--- src/rtl/keylock_code_ctrl.sv ---
// Code-entry datapath and blink timer for the keylock: buffers up to four BCD
// digits, compares them against the programming/user codes and times the LED blink.
module keylock_code_ctrl #(
    parameter logic [15:0] DEFAULT_PC  = 16'h0123,
    parameter logic [15:0] DEFAULT_UC  = 16'h6543,
    parameter int          HALF_PERIOD = 25000000,
    parameter int          NUM_TOGGLES = 6
) (
    input  logic       clk,
    input  logic       reset,
    input  logic       rdy,
    input  logic [3:0] keypress,
    input  logic       CheckPC,
    input  logic       CheckValidUC,
    input  logic       confirmUC,
    input  logic       LOCKING,
    input  logic       ToggleLED1,
    input  logic       Chillin,
    input  logic       error,
    output logic       match,
    output logic       ValidUC,
    output logic       DoneBlink,
    output logic       LED1,
    output logic       blink_led,
    output logic [2:0] digit_count
);

    localparam int CNT_W = (HALF_PERIOD > 1) ? $clog2(HALF_PERIOD) : 1;
    localparam int TOG_W = (NUM_TOGGLES > 0) ? $clog2(NUM_TOGGLES + 1) : 1;
    localparam logic [CNT_W-1:0] CNT_MAX  = CNT_W'(HALF_PERIOD - 1);
    localparam logic [TOG_W-1:0] TOG_LAST = TOG_W'(NUM_TOGGLES - 1);

    typedef enum logic {
        IDLE  = 1'b0,
        BLINK = 1'b1
    } blink_state_t;

    // LOCKING only sequences the outer FSM; nothing here depends on it.
    logic unused_locking;
    assign unused_locking = LOCKING;

    // Entry buffer and stored codes
    logic [15:0] entry_buf_reg, entry_buf_next;
    logic [2:0]  digit_count_reg, digit_count_next;
    logic [15:0] uc_reg, uc_next;
    logic [15:0] pend_reg, pend_next;
    logic [15:0] pc_reg;
    logic        led1_reg, led1_next;

    // Blink timer
    blink_state_t     state_reg, state_next;
    logic [CNT_W-1:0] cyc_reg, cyc_next;
    logic [TOG_W-1:0] tog_reg, tog_next;
    logic             blink_reg, blink_next;
    logic             done_reg, done_next;

    logic        is_digit, is_cmd, is_prog, buf_full, clear_all, blink_req;
    logic [15:0] target_code;
    logic [3:0]  tgt_eq, pc_eq, uc_eq;

    assign pc_reg    = DEFAULT_PC;
    assign is_digit  = (keypress <= 4'd6);
    assign is_cmd    = (keypress >= 4'd7) && (keypress <= 4'd9);
    assign is_prog   = rdy && (keypress == 4'd8);
    assign buf_full  = (digit_count_reg == 3'd4);
    assign clear_all = error | Chillin | ToggleLED1;
    assign blink_req = error | Chillin;

    always_comb begin
        target_code = uc_reg;
        if (CheckPC) begin
            target_code = pc_reg;
        end else if (confirmUC) begin
            target_code = pend_reg;
        end
    end

    // Nibble-wise comparators against the selected target and both stored codes
    generate
        for (genvar gi = 0; gi < 4; gi++) begin : g_cmp
            assign tgt_eq[gi] = (entry_buf_reg[gi*4 +: 4] == target_code[gi*4 +: 4]);
            assign pc_eq[gi]  = (entry_buf_reg[gi*4 +: 4] == pc_reg[gi*4 +: 4]);
            assign uc_eq[gi]  = (entry_buf_reg[gi*4 +: 4] == uc_reg[gi*4 +: 4]);
        end
    endgenerate

    assign match   = buf_full & (&tgt_eq);
    assign ValidUC = buf_full & ~(&pc_eq) & ~(&uc_eq);

    always_comb begin
        entry_buf_next   = entry_buf_reg;
        digit_count_next = digit_count_reg;
        pend_next        = pend_reg;
        uc_next          = uc_reg;
        led1_next        = led1_reg;

        // Code registers capture from the current buffer before any clear below
        if (is_prog && CheckValidUC && ValidUC) begin
            pend_next = entry_buf_reg;
        end
        if (is_prog && confirmUC && match) begin
            uc_next = pend_reg;
        end
        if (ToggleLED1) begin
            led1_next = ~led1_reg;
        end

        if (clear_all || (rdy && is_cmd)) begin
            entry_buf_next   = 16'h0000;
            digit_count_next = 3'd0;
        end else if (rdy && is_digit && !buf_full) begin
            entry_buf_next   = {entry_buf_reg[11:0], keypress};
            digit_count_next = digit_count_reg + 3'd1;
        end
    end

    always_comb begin
        state_next = state_reg;
        cyc_next   = cyc_reg;
        tog_next   = tog_reg;
        blink_next = blink_reg;
        done_next  = 1'b0;
        case (state_reg)
            IDLE: begin
                if (blink_req) begin
                    state_next = BLINK;
                    cyc_next   = '0;
                    tog_next   = '0;
                    blink_next = 1'b1;
                end
            end
            BLINK: begin
                if (!blink_req) begin
                    state_next = IDLE;
                    cyc_next   = '0;
                    tog_next   = '0;
                    blink_next = 1'b0;
                end else if (cyc_reg == CNT_MAX) begin
                    cyc_next = '0;
                    if (tog_reg == TOG_LAST) begin
                        // Final toggle: finish with the LED dark and pulse done
                        state_next = IDLE;
                        tog_next   = '0;
                        blink_next = 1'b0;
                        done_next  = 1'b1;
                    end else begin
                        tog_next   = tog_reg + TOG_W'(1);
                        blink_next = ~blink_reg;
                    end
                end else begin
                    cyc_next = cyc_reg + CNT_W'(1);
                end
            end
            default: begin
                state_next = IDLE;
                cyc_next   = '0;
                tog_next   = '0;
                blink_next = 1'b0;
            end
        endcase
    end

    always_ff @(posedge clk) begin
        if (reset) begin
            entry_buf_reg   <= 16'h0000;
            digit_count_reg <= 3'd0;
            uc_reg          <= DEFAULT_UC;
            pend_reg        <= 16'h0000;
            led1_reg        <= 1'b0;
            state_reg       <= IDLE;
            cyc_reg         <= '0;
            tog_reg         <= '0;
            blink_reg       <= 1'b0;
            done_reg        <= 1'b0;
        end else begin
            entry_buf_reg   <= entry_buf_next;
            digit_count_reg <= digit_count_next;
            uc_reg          <= uc_next;
            pend_reg        <= pend_next;
            led1_reg        <= led1_next;
            state_reg       <= state_next;
            cyc_reg         <= cyc_next;
            tog_reg         <= tog_next;
            blink_reg       <= blink_next;
            done_reg        <= done_next;
        end
    end

    assign DoneBlink   = done_reg;
    assign LED1        = led1_reg;
    assign blink_led   = blink_reg;
    assign digit_count = digit_count_reg;

endmodule

--- config.mk ---
export PLATFORM = sky130hd
export DESIGN_NAME = keylock_code_ctrl
export DESIGN_NICKNAME = d
export VERILOG_FILES = /design/src/rtl/keylock_code_ctrl.sv
export SDC_FILE = /design/constraint.sdc
export NUM_CORES = 1
export LEC_CHECK = 0
export ABC_CLOCK_PERIOD_IN_PS = 9700
export CAP_MARGIN = 20
export CORE_MARGIN = 8
export CORE_UTILIZATION = 33
export CTS_BUF_LIST = sky130_fd_sc_hd__clkbuf_8
export DETAILED_ROUTE_END_ITERATION = 10
export MAX_ROUTING_LAYER = met4
export PLACE_DENSITY = 0.51
export SYNTH_ARGS = -nofsm -noshare
export SYNTH_HDL_FRONTEND = slang
export SYNTH_SLANG_ARGS = --single-unit
--- constraint.sdc ---
create_clock -name clk -period 9.7 [get_ports clk]
set_input_delay 2.91 -clock clk [delete_from_list [all_inputs] [get_ports clk]]
set_output_delay 2.91 -clock clk [all_outputs]
set_load 0.01 [all_outputs]
==> summary.md <==
| Metric | Value |
|---|---|
| Outcome | `completed` |
| Design area | `4990 µm²` |
| Worst reg2reg endpoint | `uc_reg[7]` |
| Yosys top cell area share | `a little under two fifths` |
| Cts hold-fix bufs | `0` |
| Crit Path Class | `in -> out` |
| Post-route minimum period | `about 8.8 ns` |
| Max-slew violation count | `0` |
| DR vias/cell | `just over 5` |
| Port Buffers | `20` |
| Synth Instances | `~530` |
| Initial antenna violation count | `0` |
| Fin. Hold Viols | `0` |
| Row count | `42` |
| Area grow syn2layout | `12.4%` |
| Critical-path maximum fanout | `11` |
| CP Data Required Time | `6.79 ns` |
| Die ar. | `approximately 17000 µm²` |
| Sink Count | `between 80 and 90` |
| Leakage dissipation | `around 0.0016 µW` |
| Fin crit share | `around 91%` |
| Vias in the first global route | `between 3k and 4k` |
| Number of fill cells | `between 1k and 1.5k` |
| Die X | `about 130 µm` |
| Clock-pin slew on the worst setup and hold paths | `approximately 0.080 ns` |
| HP Start | `blink_led` |
| Initial core utilization | `between 30% and 40%` |
| Synth warn | `0` |
| VDD IR max | `89.6 µV` |
| Critical Path End Type | `primary output` |
| Hold path depth | `2` |
| Seq cells post-synth | `83` |
| Synth area leaders | `dfxtp_1 37%, mux2i_1 14%, nor2_1 7.5%` |
| Leading cell types by count after synthesis | `89 x nor2_1, 83 x dfxtp_1, 61 x mux2i_1, 30 x clkbuf_1, 29 x nand2_1` |
| CTS root buffer | `clkbuf_8` |
| Hold EP | `blink_led` |
| Max Cap Violations | `0` |
| IO Pins | `22` |
| Ant. Diodes | `0` |
| Pwr dens | `~130 nW/µm²` |
| Worst Hold Class | `reg -> reg` |
| Post-synthesis async set-or-reset flop share | `0%` |
| Cell variety after synth | `49` |
| Slew margin rel. | `between 30% and 40%` |
| Drt total wl | `10.5 mm` |
| Critical path arrival | `5.89 ns` |
| DR pass1 iterations | `5` |
| RSZ-0062 raised after global routing | `false` |
| Max FFs per register | `25` |
| Crit Reg-Reg Startpoint | `digit_count[0]` |
| # setup viols final | `0` |
| Cts repair resizes | `0` |
| Initial DRC count | `between 150 and 200` |
| Nets | `550` |
| Total GRT Usage | `between 10% and 20%` |
| ANT nets after route | `0` |
| Total grt overflow | `0` |
| Post-synth EDFFs | `0` |
| Final Wtd Congestion | `0.842` |
| Synth Flop Type | `dfxtp_1` |
| Max Clock Skew | `approximately 0.013 ns` |
| Drc violations | `0` |
| Worst Max-Slew Pin Slew | `around 0.99 ns` |
| Post-DP HPWL | `between 7 and 8 mm` |
| Per-cell routed wire length | `around 15 µm` |
| CTS tree | `built` |
| Setup bufs post-CTS | `0` |
| Htree depth | `3` |
| DP Area | `4780 µm²` |
| CTS Buffer Depth | `2` |
| Cells on worst reg2reg path | `8` |
| Top achievable clock speed | `approximately 0.11 GHz` |
| CTS Buf Count | `9` |
| CP Launch Type | `primary input` |
| Layout cells sized above 1 | `under 10%` |
| Top-count cell post-synth | `nor2_1` |
| Vias post-DR | `3664` |
| Largest net degree at the start of global routing | `82` |
| R2R setup slack | `just under 7 ns` |
| First-pass GRT wire length | `~18 mm` |
| Register area share after synthesis | `between 30% and 40%` |
| CORE AREA | `around 13000 µm²` |
| Leading area contributor after synthesis | `dfxtp_1` |
| Die Ht | `roughly 130 µm` |
| Mapped Avg Cell Area | `8.40 µm²` |
| Setup_tns | `0 ns` |
| Synth Net Count | `between 500 and 600` |
| Clk Latency, worst-skew pair | `~0.37 ns` |
| Post-Syn Area | `around 4400 µm²` |
-- report_power, final --
part / total, µW / leakage (µW) / internal, µW / switching (µW)
Combinational: 47.2 / 0.000854 / 19.6 / 27.6
Clock: 264 / 0.000108 / 139 / 125
Sequential: 343 / 0.000670 / 342 / 1.46
Total: 655 / 0.00163 / 501 / 154
-- worst max-delay path: stages --
cell and delay [ns]:
clkdlybuf4s50_1 0.91, buf_4 0.29, mux2_4 0.33, nor4b_2 0.21
a31oi_1 0.07, o32a_1 0.26, nor3_1 0.30, clkdlybuf4s50_1 0.60
-- stage by stage --
stage	util (%)	hold WS, ns	power [µW]	setup WS (ns)	std cells
final	37.9	0.483	655	0.896	714
after global routing	37.9	0.515	688	0.664	714
after detailed placement	36.2	0.476	399	0.864	698
after CTS	37.9	0.487	667	0.854	714
after global placement	36.2	0.459	398	0.905	698
after floorplan	-	0.439	383	2.44	529
-- metal layers --
metal | part of all wire [%] | track usage, % | wire (µm) | up-vias
met5 | 0 | - | 0 | -
met4 | 1.0 | 3.64 | 110 | 0
met3 | 3.0 | 3.73 | 312 | 6
met2 | 48 | 20.7 | 5040 | 41
met1 | 48 | 15.3 | 5040 | 1720
li1 | - | - | - | 1897
-- final cells by class --
type	count	area [µm²]	share of cell area (%)
Clock inverter	4	47.5	0.952
Clock buffer	12	165	3.31
Timing Repair Buffer	30	270	5.41
Inverter	6	22.5	0.451
Sequential cell	83	1660	33.3
Tap cell	176	220	4.41
Multi-Input combinational cell	403	2610	52.2
-- worst max path at each step --
stage               from     to  slack, ns  cells after the start
2_1_floorplan  confirmUC  match       2.44                      8
6_report       confirmUC  match       0.90                      8
4_1_cts        confirmUC  match       0.85                      8
5_1_grt        confirmUC  match       0.66                      8
3_5_place_dp   confirmUC  match       0.86                      8
3_3_place_gp   confirmUC  match       0.91                      8
-- cell families after synthesis --
| kind of cell | share of synthesized area (%) |
|---|---|
| and+or+nand+nor | 26.6 |
| AOI/OAI and AO/OA | 11.7 |
| DFF | 37.4 |
| muxes | 15.0 |
| buffers and inverters | 4.22 |
| xor gates and xnor gates | 4.34 |
| adders and majority gates | 0.845 |
-- placed cells by master, fill, tap and decap left out, types with 7 or more instances in the layout --
cell type and instances:
o21ai_0 15, nand4b_1 7, xnor2_1 21, a311oi_1 11, clkdlybuf4s50_1 19, nand2b_1 19, nor3_1 19, o21ai_1 13
a21oi_1 27, nand2_1 29, nor4b_1 7, nand4_1 15, buf_4 10, mux2i_1 61, nor2_1 89, clkbuf_8 12
nand3_1 12, dfxtp_1 83
Power figures use the tool's default switching activity.
